### src/rtl/rr_arbiter8.sv
// rr_arbiter8: eight-way round-robin arbiter with a programmable hold limit.
// A 3-bit grant index is decoded to a one-hot grant vector. Every tenure ends
// when the grantee releases its request or reaches HOLD_MAX cycles.
module rr_arbiter8 #(
  parameter int unsigned HOLD_MAX = 16
) (
  input  logic       sys_clk,
  input  logic       sys_rst_n,
  input  logic [7:0] req,
  output logic [7:0] grant,
  output logic [2:0] grant_idx,
  output logic       grant_vld,
  output logic       timeout
);

  localparam int unsigned N_REQ = 8;
  localparam int unsigned IDX_W = 3;
  localparam int unsigned CNT_W = (HOLD_MAX > 2) ? $clog2(HOLD_MAX) : 1;
  localparam logic [CNT_W-1:0] HOLD_LAST = CNT_W'(HOLD_MAX - 1);

  typedef enum logic [0:0] {
    ST_IDLE = 1'b0,
    ST_BUSY = 1'b1
  } state_e;

  // Round-robin search result.
  typedef struct packed {
    logic             found;
    logic [IDX_W-1:0] idx;
  } pick_t;

  state_e           state_q, state_d;
  logic [IDX_W-1:0] grant_idx_q, grant_idx_d;
  logic [CNT_W-1:0] hold_cnt_q, hold_cnt_d;
  logic [IDX_W-1:0] last_q, last_d;
  logic [N_REQ-1:0] grant_q, grant_d;
  logic             grant_vld_q, grant_vld_d;
  logic             timeout_q, timeout_d;
  logic             tenure_timeout_c;
  pick_t            pick_c;

  // Search base+1 .. base+8 (mod 8); the first set request wins, so base itself
  // is considered last.
  function automatic pick_t rr_pick(input logic [N_REQ-1:0] r,
                                    input logic [IDX_W-1:0] base);
    pick_t            p;
    logic [IDX_W-1:0] cand;
    p.found = 1'b0;
    p.idx   = base;
    for (int k = 1; k <= int'(N_REQ); k++) begin
      cand = base + IDX_W'(k);
      if (!p.found && r[cand]) begin
        p.found = 1'b1;
        p.idx   = cand;
      end
    end
    return p;
  endfunction

  // 3-to-8 decode of the grant index.
  function automatic logic [N_REQ-1:0] dec3to8(input logic [IDX_W-1:0] idx);
    return N_REQ'(1) << idx;
  endfunction

  // State register and all datapath flops; reset is asynchronous.
  always_ff @(posedge sys_clk or negedge sys_rst_n) begin
    if (!sys_rst_n) begin
      state_q     <= ST_IDLE;
      grant_idx_q <= '0;
      hold_cnt_q  <= '0;
      last_q      <= IDX_W'(N_REQ - 1);
      grant_q     <= '0;
      grant_vld_q <= 1'b0;
      timeout_q   <= 1'b0;
    end else begin
      state_q     <= state_d;
      grant_idx_q <= grant_idx_d;
      hold_cnt_q  <= hold_cnt_d;
      last_q      <= last_d;
      grant_q     <= grant_d;
      grant_vld_q <= grant_vld_d;
      timeout_q   <= timeout_d;
    end
  end

  // Search base: the stored pointer when idle, the current grantee when busy.
  always_comb begin
    pick_c = rr_pick(req, (state_q == ST_BUSY) ? grant_idx_q : last_q);
  end

  // Next-state, grant index, hold counter and round-robin pointer.
  always_comb begin
    state_d          = state_q;
    grant_idx_d      = grant_idx_q;
    hold_cnt_d       = hold_cnt_q;
    last_d           = last_q;
    tenure_timeout_c = 1'b0;
    case (state_q)
      ST_IDLE: begin
        if (pick_c.found) begin
          state_d     = ST_BUSY;
          grant_idx_d = pick_c.idx;
          hold_cnt_d  = '0;
        end
      end
      ST_BUSY: begin
        if (!req[grant_idx_q]) begin
          // Release: the grantee cannot win again since its request is low.
          last_d     = grant_idx_q;
          hold_cnt_d = '0;
          if (pick_c.found) begin
            grant_idx_d = pick_c.idx;
          end else begin
            state_d = ST_IDLE;
          end
        end else if (hold_cnt_q == HOLD_LAST) begin
          // Hold limit: a sole requester wins its own re-arbitration.
          last_d           = grant_idx_q;
          tenure_timeout_c = 1'b1;
          grant_idx_d      = pick_c.idx;
          hold_cnt_d       = '0;
        end else begin
          hold_cnt_d = hold_cnt_q + CNT_W'(1);
        end
      end
      default: begin
        state_d = ST_IDLE;
      end
    endcase
  end

  // Registered outputs derived from the next state, so grant and index move together.
  always_comb begin
    grant_vld_d = (state_d == ST_BUSY);
    grant_d     = grant_vld_d ? dec3to8(grant_idx_d) : '0;
    timeout_d   = tenure_timeout_c;
  end

  assign grant     = grant_q;
  assign grant_idx = grant_idx_q;
  assign grant_vld = grant_vld_q;
  assign timeout   = timeout_q;

endmodule

### config.mk
export PLATFORM = sky130hd
export DESIGN_NAME = rr_arbiter8
export DESIGN_NICKNAME = d
export VERILOG_FILES = /design/src/rtl/rr_arbiter8.sv
export SDC_FILE = /design/constraint.sdc
export NUM_CORES = 1
export LEC_CHECK = 0
export CORE_UTILIZATION = 40
export CTS_BUF_LIST = sky130_fd_sc_hd__clkbuf_2
export CTS_CLUSTER_SIZE = 8
export DETAILED_ROUTE_END_ITERATION = 16
export PLACE_DENSITY_LB_ADDON = 0.1
export SYNTH_ARGS = -nofsm -noshare
export SYNTH_HDL_FRONTEND = slang
export SYNTH_SLANG_ARGS = --single-unit
### constraint.sdc
create_clock -name sys_clk -period 5.1 [get_ports sys_clk]
set_clock_uncertainty 0.1 [all_clocks]
set_input_delay 0.765 -clock sys_clk [delete_from_list [all_inputs] [get_ports sys_clk]]
set_output_delay 0.765 -clock sys_clk [all_outputs]
set_load 0.1 [all_outputs]
-- Word level (Yosys, flattened, before mapping)
Cells that the tools add are included.
W data, S select, Z words.
- register bits: 20
- input bits: 10
- output and inout port bits: 13
- word-level logic and storage cells: 87
- $add $sub $neg: 8
- magnitude comparators: 9
- equality and inequality tests: 3
- shift-type cells: 1
- muxes and demuxes: 44
- bitwise operators: 1
- reduce and logical (&&, ||, !) cells: 15
- operators with widths (cell ; number):
    $mux W4 ; 11
    $lt A3 B4 Y1 const B ; 9
    $bmux W1 S3 ; 9
    $mux W3 ; 6
    $mux W1 ; 14
    $add A3 B3 Y3 const B ; 4
    $mux W8 ; 1
    $pmux W4 S2 ; 1
    $shl A1 B3 Y8 const A ; 1
    $logic_and A1 B1 Y1 ; 7
    $logic_not A1 Y1 ; 7
    $add A3 B2 Y3 const B ; 2
    $pmux W3 S2 ; 1
    $add A4 B1 Y4 const B ; 1
    $eq A4 B4 Y1 const B ; 1
    $add A3 B1 Y3 const B ; 1
    $ne A2 B1 Y1 const B ; 1
    $ne A2 B2 Y1 const B ; 1
    $pmux W1 S2 ; 1
    $reduce_and A2 Y1 ; 1
    $not A1 Y1 ; 1

-- Depth between registers and ports, before layout
Gate-level depths: netlist (run 1).
- word-level depth: 31
- depth in mapped cells: 15
- gate-level depth less buffers: 12

-- Worst setup path before layout (run 1)
Ideal clock, no wire load.
- kind: reg2reg
- start point: register, netlist name grant_vld
- end point: register grant_q[5] (netlist: grant[5])
- setup time: 0.119 ns
- data arrival time: 4.274 ns
- required time: 4.881 ns
- path slack: 0.607 ns
- cell stages (with the launch flop): 14
- path buffers: 2
- clock period less this slack: 4.493 ns
- path through: dfrtp_1 -> buf_4 -> mux2i_1 -> inv_1 -> clkbuf_1 -> ha_1 -> xnor2_2 -> mux4_2 -> nor2_4 -> nor4bb_4 -> or3_1 -> a41oi_2 -> and3b_1 -> and2_1
- RTL lines (item ; line ; RTL):
    to (signal assigned) ; 80 ; grant_q <= grant_d;
    to (decl) ; 36 ; logic [N_REQ-1:0] grant_q, grant_d;

==> impl_metrics.json, run 1 <==
{
  "status": "finished with violations",
  "violations": "design-rule violations",
  "synth_area_um2": 1878,
  "drt-pass1-iter-count": 10,
  "max_slew.worst_pin.slew_ns": 0.9822,
  "hold_class": "register to register",
  "drt-total-wl_um": 4429,
  "rows": 24,
  "hpwl_um": 3478,
  "timing_max_transition_violations_final": 0,
  "synth_largest_type_area_fraction": 0.2265,
  "yosysSeqAreaShare": 0.2685,
  "ys_warn_count": 0,
  "num_vias": 1542,
  "grt_pass1_vias": 1542,
  "antenna_found_initial": 0,
  "worstReg2RegStart": "grant_vld$_DFF_PN0_",
  "avgSynthCellArea_um2": 10.49,
  "fin_crit_sh": 0.8404,
  "syn_inst": 179,
  "cts_sinks": 20,
  "clkTransAtPathRegs_ns": 0.17,
  "post-route-drc-count": 5,
  "diodes": 0,
  "cts_resized": 0,
  "overflow": 0,
  "ios": 23,
  "finalSetupTns_ns": 0,
  "min_from": "hold_cnt_q[3]$_DFFE_PN0P_",
  "clock_path_buffers": 2,
  "layout-drive-gt1-share": 0.2139,
  "hold_viol": 0,
  "portBuffers": 22,
  "arrival_ns": 4.40,
  "dieArea_um2": 4973,
  "cts_buffers": 3,
  "rsz0062_at_grt": "false",
  "cts_max_level": 1,
  "postRouteAntennaNets": 0,
  "gp_congestion": 0.9588,
  "globalRouteTotalUtil": 0.1927,
  "layout.nets": 215,
  "finalSetupViolCount": 0,
  "max_cap_viol_count": 0,
  "synthDistinctLibCells": 52,
  "slew_headroom": 0.3431,
  "initial_utilization": 0.4226,
  "ctsHoldBuffers": 0,
  "synth_commonest_cells": "dfrtp_1 (17), nor2_1 (17), a21oi_1 (13)",
  "cp-start-kind": "register",
  "ys.flop_type": "dfrtp_1",
  "period_minus_slack_ns": 4.286,
  "ys_ff_latch": 20,
  "grt_max_degree": 21,
  "cts_tree": "built",
  "die_w_um": 70.52,
  "end_kind": "register",
  "cp.required_ns": 5.21,
  "crit_type": "register to register",
  "critPathLaunch": "grant_vld$_DFF_PN0_",
  "cts-root-buf": "clkbuf_2",
  "synth_area_leader_cell": "dfrtp_1",
  "synth_edf_count": 0,
  "worstPathMaxFanout": 14,
  "die_height_um": 70.52,
  "ys_top_cells_by_area": "dfrtp_1 (23%), mux4_2 (14%), mux2i_1 (5.9%)",
  "core_um2": 4444,
  "syn_nets": 192,
  "drt-initial-drc-count": 104,
  "post_cts_buffers": 0,
  "area_delta_synth_final_pct": 14.92,
  "wl_per_cell_um": 17.51,
  "vias_per_cell": 6.095,
  "fmax_mhz": 233.3,
  "grt_pass1_wl_um": 7534,
  "clk_latency_ns": 0.29,
  "synthArstFlopShare": 1.000
}
-- layer usage --
layer  part of all wire  GRT usage  wire length (um)  up-vias
met3              0.022   0.008658                97        4
met1               0.43     0.2388              1892      762
met5                  0          0                 0        -
met2               0.54     0.3560              2388       31
li1                   -          -                 -      745
met4              0.012    0.06803                51        0
-- flip-flops by register name (all words and copies together) (netlist names) --
register and count:
grant 8, hold_cnt_q 4, grant_idx 3, last_q 3
grant_vld 1, timeout 1
-- worst max-delay path, stage by stage (launching register included) --
cell       delay [ns]
dfrtp_1          0.66
mux2i_1          0.54
inv_1            0.40
ha_1             0.34
xnor2_2          0.39
mux4_2           0.43
a2111oi_0        0.40
a211o_1          0.17
o21ai_1          0.09
o21ai_1          0.30
and3b_1          0.23
and2_1           0.15
-- placed cells by master (no fill, tap or decap), types with 2 or more instances in the layout --
cell type	n
clkdlybuf4s50_1	22
nor2_1	17
dfrtp_1	17
a21oi_1	13
mux4_2	12
nand2_1	12
mux2i_1	11
o21ai_0	10
mux2_2	8
nand3_1	8
and2_1	6
mux2i_4	3
mux2_4	3
nand3b_1	3
o21ai_1	3
o31ai_1	3
ha_1	3
clkbuf_2	3
dfstp_2	3
inv_2	2
inv_1	2
xnor2_2	2
nor3_1	2
a2111oi_0	2
nand4_1	2
o211ai_1	2
a31oi_1	2
and3b_1	2
-- worst paths after layout --
check	end	depth (start not counted)	slack (ns)
max	grant[5]$_DFF_PN0_	11	0.81
min	hold_cnt_q[3]$_DFFE_PN0P_	1	0.39
max in group asynchronous	grant_vld$_DFF_PN0_	1	3.53
min reg2reg	hold_cnt_q[3]$_DFFE_PN0P_	1	0.39
min in group asynchronous	timeout$_DFF_PN0_	1	0.84
max reg2reg	grant[5]$_DFF_PN0_	11	0.81
-- cell type report --
| cell class | instances | area (um^2) |
|---|---|---|
| fillers | 423 | 2286 |
| multi-input cells | 150 | 1328 |
| flip-flops and latches | 20 | 504.2 |
| repair buffers | 23 | 227.7 |
| well taps | 52 | 65.06 |
| clock buffers | 3 | 15.01 |
| inverters | 4 | 15.01 |
| clock inverters | 1 | 3.754 |
-- per-stage QoR --
stage                     hold slack (ns)    util  cells  instance area [um^2]  setup WS (ns)
after CTS                          0.3933  0.4856    253                  2158         0.8202
after global placement             0.3676  0.4814    249                  2140         0.9586
after floorplan                    0.3443       -    179                  1878         0.6070
final                              0.3891  0.4856    253                  2158         0.8139
after detailed placement           0.3723  0.4814    249                  2140         0.8562
after global routing               0.4167  0.4856    253                  2158         0.3643
-- cells by family (layout without fill, tap and decap cells) --
kind of cell / after synthesis / after routing / synth area share
AND/OR/NAND/NOR: 60 / 60 / 0.1792
AO/OA/AOI/OAI: 46 / 46 / 0.1586
multiplexers: 39 / 39 / 0.3318
flip-flops: 20 / 20 / 0.2685
buffers and inverters: 9 / 31 / 0.02465
adder cells (fa/ha/maj): 3 / 3 / 0.01999
XOR/XNOR: 2 / 2 / 0.01732
Power of run 1 is left out: the tool's default activity adds up to more than one toggle a clock period on the data nets, which glitch-free logic cannot reach.
==> run 2, diff against run 1 <==
==> constraint.sdc (replaced) <==
create_clock -name sys_clk -period 4.2 [get_ports sys_clk]
set_clock_uncertainty 0.1 [all_clocks]
set_input_delay 0.63 -clock sys_clk [delete_from_list [all_inputs] [get_ports sys_clk]]
set_output_delay 0.63 -clock sys_clk [all_outputs]
set_load 0.1 [all_outputs]
==> run 2 against run 1 <==
Effect of this change:
- the flow still finishes with violations (design-rule violations)
- sequential share of layout area fell by 0.29 points
- via count up 3.6%
- die area unchanged
- clock-buffer cell count grew 1
- design area rose by 1.5%
- flip-flop and latch count unchanged
- fmax grew 16%
- non-clock buffer count is 4 higher
- critical path type unchanged
==> impl_metrics.json, run 2 (same netlist as run 1, synthesis figures left out) <==
{
  "status": "finished with violations",
  "violations": "design-rule violations",
  "rsz0062_at_grt": "false",
  "reg2reg_depth": 10,
  "cp.required_ns": 4.32,
  "post_cts_buffers": 0,
  "max_cap_viol_count": 0,
  "r2r_slack_ns": 0.49,
  "cts-root-buf": "clkbuf_2",
  "vias_per_cell": 6.218,
  "die_height_um": 70.52,
  "period_minus_slack_ns": 3.706,
  "ios": 23,
  "largest_register_ffs": 8,
  "cts_buffers": 3,
  "final_cell_mix": "clkdlybuf4s50_1 (22), nor2_1 (17), dfrtp_1 (16), a21oi_1 (13)",
  "ctsHoldBuffers": 0,
  "num_vias": 1598,
  "clock_path_buffers": 2,
  "crit_type": "register to register",
  "dpl_cell_area_um2": 2171,
  "grt_pass1_wl_um": 7928,
  "antenna_found_initial": 0,
  "overflow": 0,
  "gp_congestion": 0.8809,
  "cts_tree": "built",
  "wl_per_cell_um": 18.00,
  "end_kind": "register",
  "drt-initial-drc-count": 116,
  "timing_max_transition_violations_final": 0,
  "fmax_mhz": 269.8,
  "clkTransAtPathRegs_ns": 0.18,
  "core_um2": 4444,
  "reg2reg_to": "grant[7]$_DFF_PN0_",
  "layout.nets": 219,
  "dieArea_um2": 4973,
  "area_delta_synth_final_pct": 16.66,
  "globalRouteTotalUtil": 0.1980,
  "max_slew.worst_pin.slew_ns": 0.9686,
  "fin_crit_sh": 0.8825,
  "finalSetupTns_ns": 0,
  "postRouteAntennaNets": 0,
  "hpwl_um": 3573,
  "final_common_cell": "clkdlybuf4s50_1",
  "worstReg2RegStart": "grant_vld$_DFF_PN0_",
  "diodes": 0,
  "portBuffers": 22,
  "slew_headroom": 0.3523,
  "drt-pass1-iter-count": 10,
  "cp-start-kind": "register",
  "die_w_um": 70.52,
  "cts_resized": 0,
  "post-route-drc-count": 7,
  "drt-total-wl_um": 4626,
  "finalSetupViolCount": 0,
  "cts_sinks": 20,
  "cts_max_level": 1,
  "critPathCapture": "grant[7]$_DFF_PN0_",
  "fin_area_um2": 2191,
  "rows": 24,
  "hold_class": "register to register",
  "grt_max_degree": 21,
  "layout-drive-gt1-share": 0.2390,
  "initial_utilization": 0.4226,
  "grt_pass1_vias": 1597,
  "worstPathMaxFanout": 12,
  "clk_latency_ns": 0.30,
  "arrival_ns": 3.82,
  "critPathLaunch": "grant_vld$_DFF_PN0_",
  "hold_viol": 0
}
run 2: how the worst min path moves through the flow:
| stage | startpoint | to | slack (ns) | cells after the start |
|---|---|---|---|---|
| after floorplan | sys_rst_n | grant[0]$_DFF_PN0_ | 0.23 | 0 |
| after global placement | hold_cnt_q[3]$_DFFE_PN0P_ | hold_cnt_q[3]$_DFFE_PN0P_ | 0.37 | 1 |
| after detailed placement | hold_cnt_q[3]$_DFFE_PN0P_ | hold_cnt_q[3]$_DFFE_PN0P_ | 0.38 | 1 |
| after CTS | hold_cnt_q[3]$_DFFE_PN0P_ | hold_cnt_q[3]$_DFFE_PN0P_ | 0.40 | 1 |
| after global routing | hold_cnt_q[3]$_DFFE_PN0P_ | hold_cnt_q[3]$_DFFE_PN0P_ | 0.42 | 1 |
| final | hold_cnt_q[3]$_DFFE_PN0P_ | hold_cnt_q[3]$_DFFE_PN0P_ | 0.42 | 1 |
run 2: critical path: stages (launching register included):
cell	delay, ns
dfrtp_2	0.57
mux2i_2	0.41
buf_4	0.28
mux2_2	0.40
mux4_2	0.56
a2111oi_0	0.42
a211o_1	0.16
o21ai_1	0.07
o21ai_1	0.28
and3b_1	0.22
and2_1	0.15
run 2: stage by stage:
step                      setup slack (ns)  hold slack, ns    util  std cells
after floorplan                    0.01279          0.2344       -        179
after global placement              0.6402          0.3728  0.4885        253
after detailed placement            0.5533          0.3830  0.4885        253
after CTS                           0.5028          0.4036  0.4930        257
after global routing                0.2361          0.4244  0.4930        257
final                               0.4936          0.4210  0.4930        257
run 2: layer usage:
metal	global-route usage	part of all wire	routed length, um
met1	0.2534	0.45	2059
met2	0.3484	0.49	2289
met3	0.005772	0.031	145
met4	0.09070	0.028	131
met5	0	0	0
run 2: layout make-up:
class	count	area [um^2]
clock buffers	4	20.02
fillers	425	2253
inverters	4	15.01
multi-input cells	150	1328
flip-flops and latches	20	505.5
well taps	52	65.06
repair buffers	27	257.7
Power of run 2 is left out for the same reason.
